**src/rtl/gpio_cfg_pkg.sv**
```systemverilog
// Shared types and sizing helpers for the GPIO pad-chain configuration loader.
package gpio_cfg_pkg;

    localparam int DEFAULT_PAD_CTRL_BITS = 12;

    typedef enum logic [2:0] {
        IDLE,
        SHIFT_LO,
        SHIFT_HI,
        LOAD,
        DONE
    } state_e;

    function automatic int calc_nb(input int npads, input int bits);
        return npads * bits;
    endfunction

    // Counter width that never collapses to zero bits.
    function automatic int cnt_width(input int n);
        return (n > 1) ? $clog2(n) : 1;
    endfunction

endpackage

```
**src/rtl/gpio_cfg_regbank.sv**
```systemverilog
// Per-pad configuration word storage with write qualification, error pulse,
// combinational readback and a flat snapshot for the serial shifter.
module gpio_cfg_regbank
    import gpio_cfg_pkg::*;
#(
    parameter int                       NPADS         = 9,
    parameter int                       PAD_CTRL_BITS = DEFAULT_PAD_CTRL_BITS,
    parameter logic [PAD_CTRL_BITS-1:0] DEFAULT_CFG   = 12'hC00,
    parameter int                       AW            = $clog2(NPADS)
) (
    input  logic                                        mclk,
    input  logic                                        resetn,
    input  logic                                        idle,
    input  logic                                        cfg_wr,
    input  logic [AW-1:0]                               cfg_addr,
    input  logic [PAD_CTRL_BITS-1:0]                    cfg_wdata,
    output logic [PAD_CTRL_BITS-1:0]                    cfg_rdata,
    output logic                                        cfg_err,
    output logic [calc_nb(NPADS, PAD_CTRL_BITS)-1:0]    snapshot
);

    localparam logic [AW:0] NPADS_W = (AW+1)'(NPADS);

    logic [PAD_CTRL_BITS-1:0] words_q [NPADS];
    logic                     err_q;
    logic                     addr_ok;
    logic                     wr_ok;

    assign addr_ok = ({1'b0, cfg_addr} < NPADS_W);
    assign wr_ok   = cfg_wr && idle && addr_ok;

    always_ff @(posedge mclk or negedge resetn) begin
        if (!resetn) begin
            for (int k = 0; k < NPADS; k++) begin
                words_q[k] <= DEFAULT_CFG;
            end
            err_q <= 1'b0;
        end else begin
            err_q <= cfg_wr && !wr_ok;
            if (wr_ok) begin
                words_q[cfg_addr] <= cfg_wdata;
            end
        end
    end

    always_comb begin
        cfg_rdata = '0;
        if (addr_ok) begin
            cfg_rdata = words_q[cfg_addr];
        end
    end

    // Word k occupies slice k, so the top slice belongs to the last pad.
    for (genvar k = 0; k < NPADS; k++) begin : g_snap
        assign snapshot[k*PAD_CTRL_BITS +: PAD_CTRL_BITS] = words_q[k];
    end

    assign cfg_err = err_q;

endmodule

```
**src/rtl/gpio_cfg_loader.sv**
```systemverilog
// Serial configuration master for the GPIO pad chain.
// Optional GPIO_CFG_AUTOLOAD_EN: push the stored words into the chain right after reset.
module gpio_cfg_loader
    import gpio_cfg_pkg::*;
#(
    parameter int                       NPADS         = 9,
    parameter int                       PAD_CTRL_BITS = DEFAULT_PAD_CTRL_BITS,
    parameter int                       CLK_DIV       = 4,
    parameter logic [PAD_CTRL_BITS-1:0] DEFAULT_CFG   = 12'hC00,
    parameter int                       AW            = $clog2(NPADS)
) (
    input  logic                     mclk,
    input  logic                     resetn,
    input  logic                     cfg_wr,
    input  logic [AW-1:0]            cfg_addr,
    input  logic [PAD_CTRL_BITS-1:0] cfg_wdata,
    output logic [PAD_CTRL_BITS-1:0] cfg_rdata,
    output logic                     cfg_err,
    input  logic                     start,
    output logic                     busy,
    output logic                     done,
    output logic                     serial_clock,
    output logic                     serial_data,
    output logic                     serial_load
);

    localparam int NB = calc_nb(NPADS, PAD_CTRL_BITS);
    localparam int BW = cnt_width(NB + 1);
    localparam int PW = cnt_width(CLK_DIV);
    localparam logic [BW-1:0] LAST_BIT   = BW'(NB - 1);
    localparam logic [PW-1:0] LAST_PHASE = PW'(CLK_DIV - 1);

    state_e          state_q;
    logic [NB-1:0]   shreg_q;
    logic [BW-1:0]   bit_q;
    logic [PW-1:0]   phase_q;
    logic            sclk_q;
    logic            sload_q;
    logic            busy_q;
    logic            done_q;
    logic [NB-1:0]   snapshot;
    logic            idle;
    logic            start_go;
    logic            phase_last;

    assign idle       = (state_q == IDLE);
    assign phase_last = (phase_q == LAST_PHASE);

    gpio_cfg_regbank #(
        .NPADS         (NPADS),
        .PAD_CTRL_BITS (PAD_CTRL_BITS),
        .DEFAULT_CFG   (DEFAULT_CFG),
        .AW            (AW)
    ) u_regbank (
        .mclk      (mclk),
        .resetn    (resetn),
        .idle      (idle),
        .cfg_wr    (cfg_wr),
        .cfg_addr  (cfg_addr),
        .cfg_wdata (cfg_wdata),
        .cfg_rdata (cfg_rdata),
        .cfg_err   (cfg_err),
        .snapshot  (snapshot)
    );

`ifdef GPIO_CFG_AUTOLOAD_EN
    logic autoload_q;

    // Pending self-start armed by reset, consumed by the first accepted start.
    always_ff @(posedge mclk or negedge resetn) begin
        if (!resetn) begin
            autoload_q <= 1'b1;
        end else if (start_go) begin
            autoload_q <= 1'b0;
        end
    end

    assign start_go = idle && !cfg_wr && (start || autoload_q);
`else
    assign start_go = idle && !cfg_wr && start;
`endif

    // The shift register MSB is the serial data line, so data is always a flop output.
    always_ff @(posedge mclk or negedge resetn) begin
        if (!resetn) begin
            state_q <= IDLE;
            shreg_q <= '0;
            bit_q   <= '0;
            phase_q <= '0;
            sclk_q  <= 1'b0;
            sload_q <= 1'b0;
            busy_q  <= 1'b0;
            done_q  <= 1'b0;
        end else begin
            case (state_q)
                IDLE: begin
                    done_q <= 1'b0;
                    if (start_go) begin
                        shreg_q <= snapshot;
                        bit_q   <= '0;
                        phase_q <= '0;
                        sclk_q  <= 1'b0;
                        busy_q  <= 1'b1;
                        state_q <= SHIFT_LO;
                    end
                end
                SHIFT_LO: begin
                    if (phase_last) begin
                        phase_q <= '0;
                        sclk_q  <= 1'b1;
                        state_q <= SHIFT_HI;
                    end else begin
                        phase_q <= phase_q + PW'(1);
                    end
                end
                SHIFT_HI: begin
                    if (phase_last) begin
                        phase_q <= '0;
                        sclk_q  <= 1'b0;
                        if (bit_q == LAST_BIT) begin
                            sload_q <= 1'b1;
                            state_q <= LOAD;
                        end else begin
                            bit_q   <= bit_q + BW'(1);
                            shreg_q <= {shreg_q[NB-2:0], 1'b0};
                            state_q <= SHIFT_LO;
                        end
                    end else begin
                        phase_q <= phase_q + PW'(1);
                    end
                end
                LOAD: begin
                    if (phase_last) begin
                        phase_q <= '0;
                        sload_q <= 1'b0;
                        shreg_q <= '0;
                        done_q  <= 1'b1;
                        state_q <= DONE;
                    end else begin
                        phase_q <= phase_q + PW'(1);
                    end
                end
                DONE: begin
                    done_q  <= 1'b0;
                    busy_q  <= 1'b0;
                    state_q <= IDLE;
                end
                default: begin
                    state_q <= IDLE;
                end
            endcase
        end
    end

    assign busy         = busy_q;
    assign done         = done_q;
    assign serial_clock = sclk_q;
    assign serial_data  = shreg_q[NB-1];
    assign serial_load  = sload_q;

endmodule
```
**config.mk**
```make
export PLATFORM = sky130hd
export DESIGN_NAME = gpio_cfg_loader
export DESIGN_NICKNAME = d
export VERILOG_FILES = /design/src/rtl/gpio_cfg_pkg.sv /design/src/rtl/gpio_cfg_regbank.sv /design/src/rtl/gpio_cfg_loader.sv
export SDC_FILE = /design/constraint.sdc
export NUM_CORES = 1
export LEC_CHECK = 0
export ABC_CLOCK_PERIOD_IN_PS = 2900
export BUFFER_PORTS_ARGS = -buffer_cell sky130_fd_sc_hd__buf_2
export CAP_MARGIN = 20
export CORE_UTILIZATION = 40
export CTS_BUF_LIST = sky130_fd_sc_hd__clkbuf_8
export CTS_CLUSTER_DIAMETER = 120
export CTS_CLUSTER_SIZE = 25
export DETAILED_ROUTE_END_ITERATION = 16
export GPL_ROUTABILITY_DRIVEN = 0
export GPL_TIMING_DRIVEN = 0
export SLEW_MARGIN = 20
export SYNTH_ARGS = -nofsm -noshare
export SYNTH_HDL_FRONTEND = slang
export SYNTH_HIERARCHICAL = 1
export SYNTH_SLANG_ARGS = --single-unit
```
**constraint.sdc**
```tcl
create_clock -name mclk -period 2.9 [get_ports mclk]
set_input_delay 0.87 -clock mclk [delete_from_list [all_inputs] [get_ports mclk]]
set_output_delay 0.87 -clock mclk [all_outputs]
set_load 0.1 [all_outputs]
```
* Yosys cells after proc, flatten, opt, wreduce, memory -nomap -nowiden
Index checks and enable logic that the tools add are counted.
** Cells by class
- Bitwise logic cells :: 1
- Equal/unequal tests :: 12
- $add $sub $neg :: 2
- Mux-type cells :: 35
- Reduce and logical (&&, ||, !) cells :: 26
- Order comparisons :: 3
** Operators by type and width (number)
- $mux W108 :: 4
- $pmux W108 S3 :: 1
- $bwmux W108 :: 1
- $bmux W12 S4 :: 1
- $demux W12 S4 :: 1
- $mux W12 :: 4
- $mux W7 :: 3
- $reduce_and A4 Y1 :: 4
- $pmux W7 S2 :: 1
- $mux W3 :: 4
- $pmux W3 S4 :: 1
- $ne A2 B2 Y1 const B :: 5
- $reduce_bool A2 Y1 :: 5
- $add A7 B1 Y7 const B :: 1
- $eq A7 B7 Y1 const B :: 1
- $eq A3 B2 Y1 const B :: 2
- $logic_and A1 B1 Y1 :: 6
- $mux W1 :: 6
- $mux W2 :: 3
- $pmux W1 S2 :: 3
- $reduce_and A2 Y1 :: 3
- $reduce_bool A3 Y1 :: 2
- $ge A5 B5 Y1 const B :: 1
- $lt A5 B1 Y1 const B :: 1
- other kinds (14) :: 15
** Word-level totals
- Bits of input ports :: 20
- Flip-flop bits (word level) :: 233

* Longest topological paths before layout
- Word-level depth :: 6
- Depth in mapped cells :: 9
- Depth with buffers taken out :: 5

* Cells and area by module
The synthesis kept the hierarchy.
** By module, submodules not included
- gpio_cfg_loader :: instances 1, area each 5984.5 µm², cells each 480
- gpio_cfg_regbank :: instances 1, area each 5275.1 µm², cells each 385

* Worst setup path after synthesis
No wires, ideal clock.
- Path type :: in2out
- From :: input port cfg_addr[0]
- To :: output port cfg_rdata[0]
- Path slack :: -0.429 ns
- Arrival :: 2.459 ns
- Required time :: 2.030 ns
- Stages on the path :: 5
- Cell sequence :: buf_2 -> or2_2 -> buf_2 -> o221ai_1 -> o31a_1
** On the way
- Cells in the longest elaborated chain, start to end :: 5
- Elaborated cells between the ends (all ways) :: 6
- Classes of those cells :: order compare (1); mux (4); bitwise (1)
** Ends and longest elaborated chain
- from (decl) :: line gpio_cfg_loader.sv:15 : input logic [AW-1:0] cfg_addr,
- $not A4 Y5 (not written as such) :: line gpio_cfg_regbank.sv:49 : cfg_rdata = words_q[cfg_addr];
- $bmux W12 S4 :: line gpio_cfg_regbank.sv:49
- $mux W12 (not written as such) (2 in series) :: line gpio_cfg_regbank.sv:49
- $mux W12 * :: line gpio_cfg_regbank.sv:48 : if (addr_ok) begin
- to (decl) :: line gpio_cfg_loader.sv:17 : output logic [PAD_CTRL_BITS-1:0] cfg_rdata,
Every way passes the cells marked *; elsewhere a longest branch is shown, timed or not. The select of a mux whose other input is x is not followed.

* Final worst setup path
- From :: input port cfg_addr[3]
- To :: output port cfg_rdata[2]
The elaborated chain is that of the path after synthesis.

==> impl_metrics.py <==
metrics = {
    "critical_path": {
        "critPathMaxStageDelay_ns": 0.32,
        "critPathArrivalTime_ns": 2.19,
        "crit_fanout": 7,
        "crit_chain": "buf_12, clkbuf_16, buf_12, a211oi_4, a211oi_4, o31a_4, buf_12",
        "start_kind": "input pin",
        "required_ns": 2.03,
        "cpMostUsedCell": "buf_12",
        "path_delay_family": "compound AO/OA/AOI/OAI gates",
        "worstSetupPathType": "input pin to output pin",
        "critPathSlowestCell": "a211oi_4",
        "critPathCaptureType": "output pin",
        "path_buf_inv": 4,
    },
    "sta": {
        "finalSetupViolCount": 12,
        "slew_viol_final": 0,
        "fmax_mhz": 327,
        "hold_viol": 0,
        "setup_ws_ns": -0.158,
        "skew_ns": 0.0454,
        "fin_crit_sh_pct": 105,
        "finalCriticalPeriod_ns": 3.06,
        "setup_tns_ns": -1.46,
        "tightest_slew_ns": 0.639,
        "slew_headroom_pct": 57.4,
        "rsz0062_at_grt": "true",
    },
    "die": {
        "row_count": 61,
        "core_area_mm2": 0.0277,
        "die_h_um": 170,
        "pin_count": 38,
        "dieArea_mm2": 0.0288,
        "die_w_um": 170,
        "floorplan.initialDensity_pct": 40.6,
    },
    "routing": {
        "drt_drc_violations_left": 0,
        "vias": 8077,
        "via_per_inst": 6.16,
        "wl_per_cell_um": 25.0,
        "routed_wl_mm": 32.7,
        "drtAntennaViolNets": 0,
        "drt-initial-drc-count": 617,
        "dr.pass1.iters": 6,
    },
    "placed_design": {
        "dp_hpwl_mm": 22.2,
        "io_buffers": 37,
        "pre_cts_slack_ns": -0.828,
    },
    "synthesis": {
        "ys_seq_area_share_pct": 52.0,
        "yosysWarnings": 6,
        "syn_area_mm2": 0.0113,
        "synth_top_flop_cell": "dfrtp_1",
        "ys_seq_elements": 233,
        "syn_nets": 887,
        "synth_edf_count": 0,
        "yosysUniqueCellTypes": 51,
        "avgSynthCellArea_um2": 13.0,
        "syn_inst": 865,
        "synthArstFlopShare_pct": 100,
    },
    "min_path": {
        "hp-class": "input pin to asynchronous set/reset pin",
    },
    "outcome": {
        "violations": "negative setup slack",
        "status": "finished, violations left",
    },
    "clock_network": {
        "root_buffer": "clkbuf_8",
        "cts_tree": "done",
        "hold_buffers": 0,
        "cts.htree.levels": 1,
        "clkSinkCount": 233,
        "cts_made_buffers": 13,
        "clk_latency_ns": 0.55,
        "clk_path_buf_depth": 3,
        "clk_pin_slew_ns": 0.15,
    },
    "layout": {
        "final_nets": 950,
        "antenna_cells": 0,
        "area.growth.synth_to_final_pct": 18.6,
        "layout-drive-gt1-share_pct": 38.4,
    },
    "global_route": {
        "grt-ovfl-total": 0,
        "first_global_vias": 8031,
        "grtUsageTotal_pct": 23.4,
        "antenna_found_initial": 0,
        "grt_pass1_wl_mm": 50.6,
        "grt_max_degree": 82,
    },
    "power": {
        "total_power_uw": 5250,
        "power_density_mw_per_mm2": 393,
        "ir_drop_v": 0.000377,
        "p_leak_uw": 0.00538,
    },
    "flow_run": {
        "cap_violations": 0,
    },
}
[logic make-up (layout without fill, tap and decap cells)]
logic type               after synthesis  after routing  synth area share (%)
multiplexers                         146            146                  14.5
AO/OA/AOI/OAI                        292            292                  23.9
adder cells (fa/ha/maj)                2              2                 0.222
AND/OR/NAND/NOR                       95             95                  5.19
flip-flops                           233            233                  52.0
buffers and inverters                 97            165                  4.23
[worst paths after layout]
check	start	end	slack, ns	cells past startpoint
worst min register to register	bit_q[4]	bit_q[4]	0.51	1
max in group asynchronous	resetn	u_regbank/snapshot[82]	1.35	3
worst max register to register	state_q[2]	u_regbank/snapshot[45]	0.20	7
worst max-delay path	cfg_addr[3]	cfg_rdata[2]	-0.16	7
worst min-delay path	resetn	shreg_q[17]	0.30	1
min in group mclk	bit_q[4]	bit_q[4]	0.51	1
[cells in the final DEF, fill, tap and decap left out, types with 12 or more instances in the layout]
cell type / netlist / routed
buf_4: 11 / 20
a2bb2oi_2: 30 / 30
o31a_4: 0 / 12
buf_12: 0 / 18
mux2_2: 98 / 98
mux2i_1: 38 / 19
dfstp_2: 18 / 18
nor2b_1: 14 / 12
buf_2: 27 / 41
nand2b_1: 18 / 17
a2bb2oi_1: 77 / 77
a221oi_1: 107 / 107
nor2_1: 21 / 20
clkbuf_8: 0 / 14
dfrtp_1: 215 / 215
nand2_1: 16 / 16
a211oi_4: 0 / 12
clkbuf_1: 47 / 39
[layout make-up]
class	count	area, µm²
flip-flops and latches	233	5850
clock inverters	7	42.5
repair buffers	50	631
plain buffers	90	592
clock buffers	13	179
fillers	2464	14300
well taps	378	473
multi-input cells	535	5570
inverters	5	18.8
[worst register-to-register path, stage by stage, from the launching register on]
cell and delay (ns):
dfrtp_1 0.38, buf_2 0.28, clkbuf_1 0.34, nor3_4 0.39
nand2_1 0.17, nor4_4 0.36, buf_4 0.28, mux2_2 0.37
[cells in the mapped netlist (all sizes together), types with 2 or more instances]
cell,n,area [µm²]
a211oi,24,180
a21o,3,22.5
a2bb2oi,107,1120
o31ai,5,37.5
nand2,17,66.3
clkbuf,47,176
o31a,12,105
o22a,3,26.3
buf,45,282
ha,2,25.0
nor2b,14,87.6
or3b,2,17.5
nand3,3,15.0
inv,5,18.8
nand2b,18,113
dfrtp,215,5380
nor2,22,85.1
a31oi,2,12.5
o221ai,12,105
nor3b,3,37.5
o41ai,2,17.5
nand3b,3,22.5
dfstp,18,473
o21ai,7,35.0
a221oi,107,937
nor4,2,33.8
nor3,6,35.0
mux2,108,1250
mux2i,38,380
a21oi,3,26.3
nand4b,2,47.6
[layer usage]
metal  vias up  GRT usage, %  wire [µm]
met2       224          36.0      14800
met3        69          3.26       1670
met5         -             0          0
li1       3542             -          -
met4         0          8.77       1300
met1      4242          33.3      14900
[registers in the layout (all words and copies together) (netlist names)]
name                cells
bit_q                   7
u_regbank/snapshot    108
u_regbank/cfg_err       1
phase_q                 2
shreg_q               108
serial_load             1
done                    1
busy                    1
serial_clock            1
state_q                 3
[through the flow]
stage          cell area (µm²)  cells  hold WS [ns]  utilization (%)
2_1_floorplan            11400    865         0.452                -
3_3_place_gp             12000   1280         0.476             43.4
3_5_place_dp             12100   1282         0.491             43.6
4_1_cts                  13200   1311         0.308             47.8
5_1_grt                  13400   1311         0.344             48.2
6_report                 13400   1311         0.297             48.2
[repair_timing]
item	CTS	global route
endpoints found under the setup margin	120	12
resized for setup	169	25
pin swaps	20	7
setup buffers	7	0
cloned	4	0
[power breakdown]
group	internal, µW	switching [µW]	leakage, µW
Clock	444	1050	0.000135
Combinational	180	329	0.00261
Sequential	3250	0.201	0.00263
Total	3880	1380	0.00538
(Power assumes the default switching activity.)
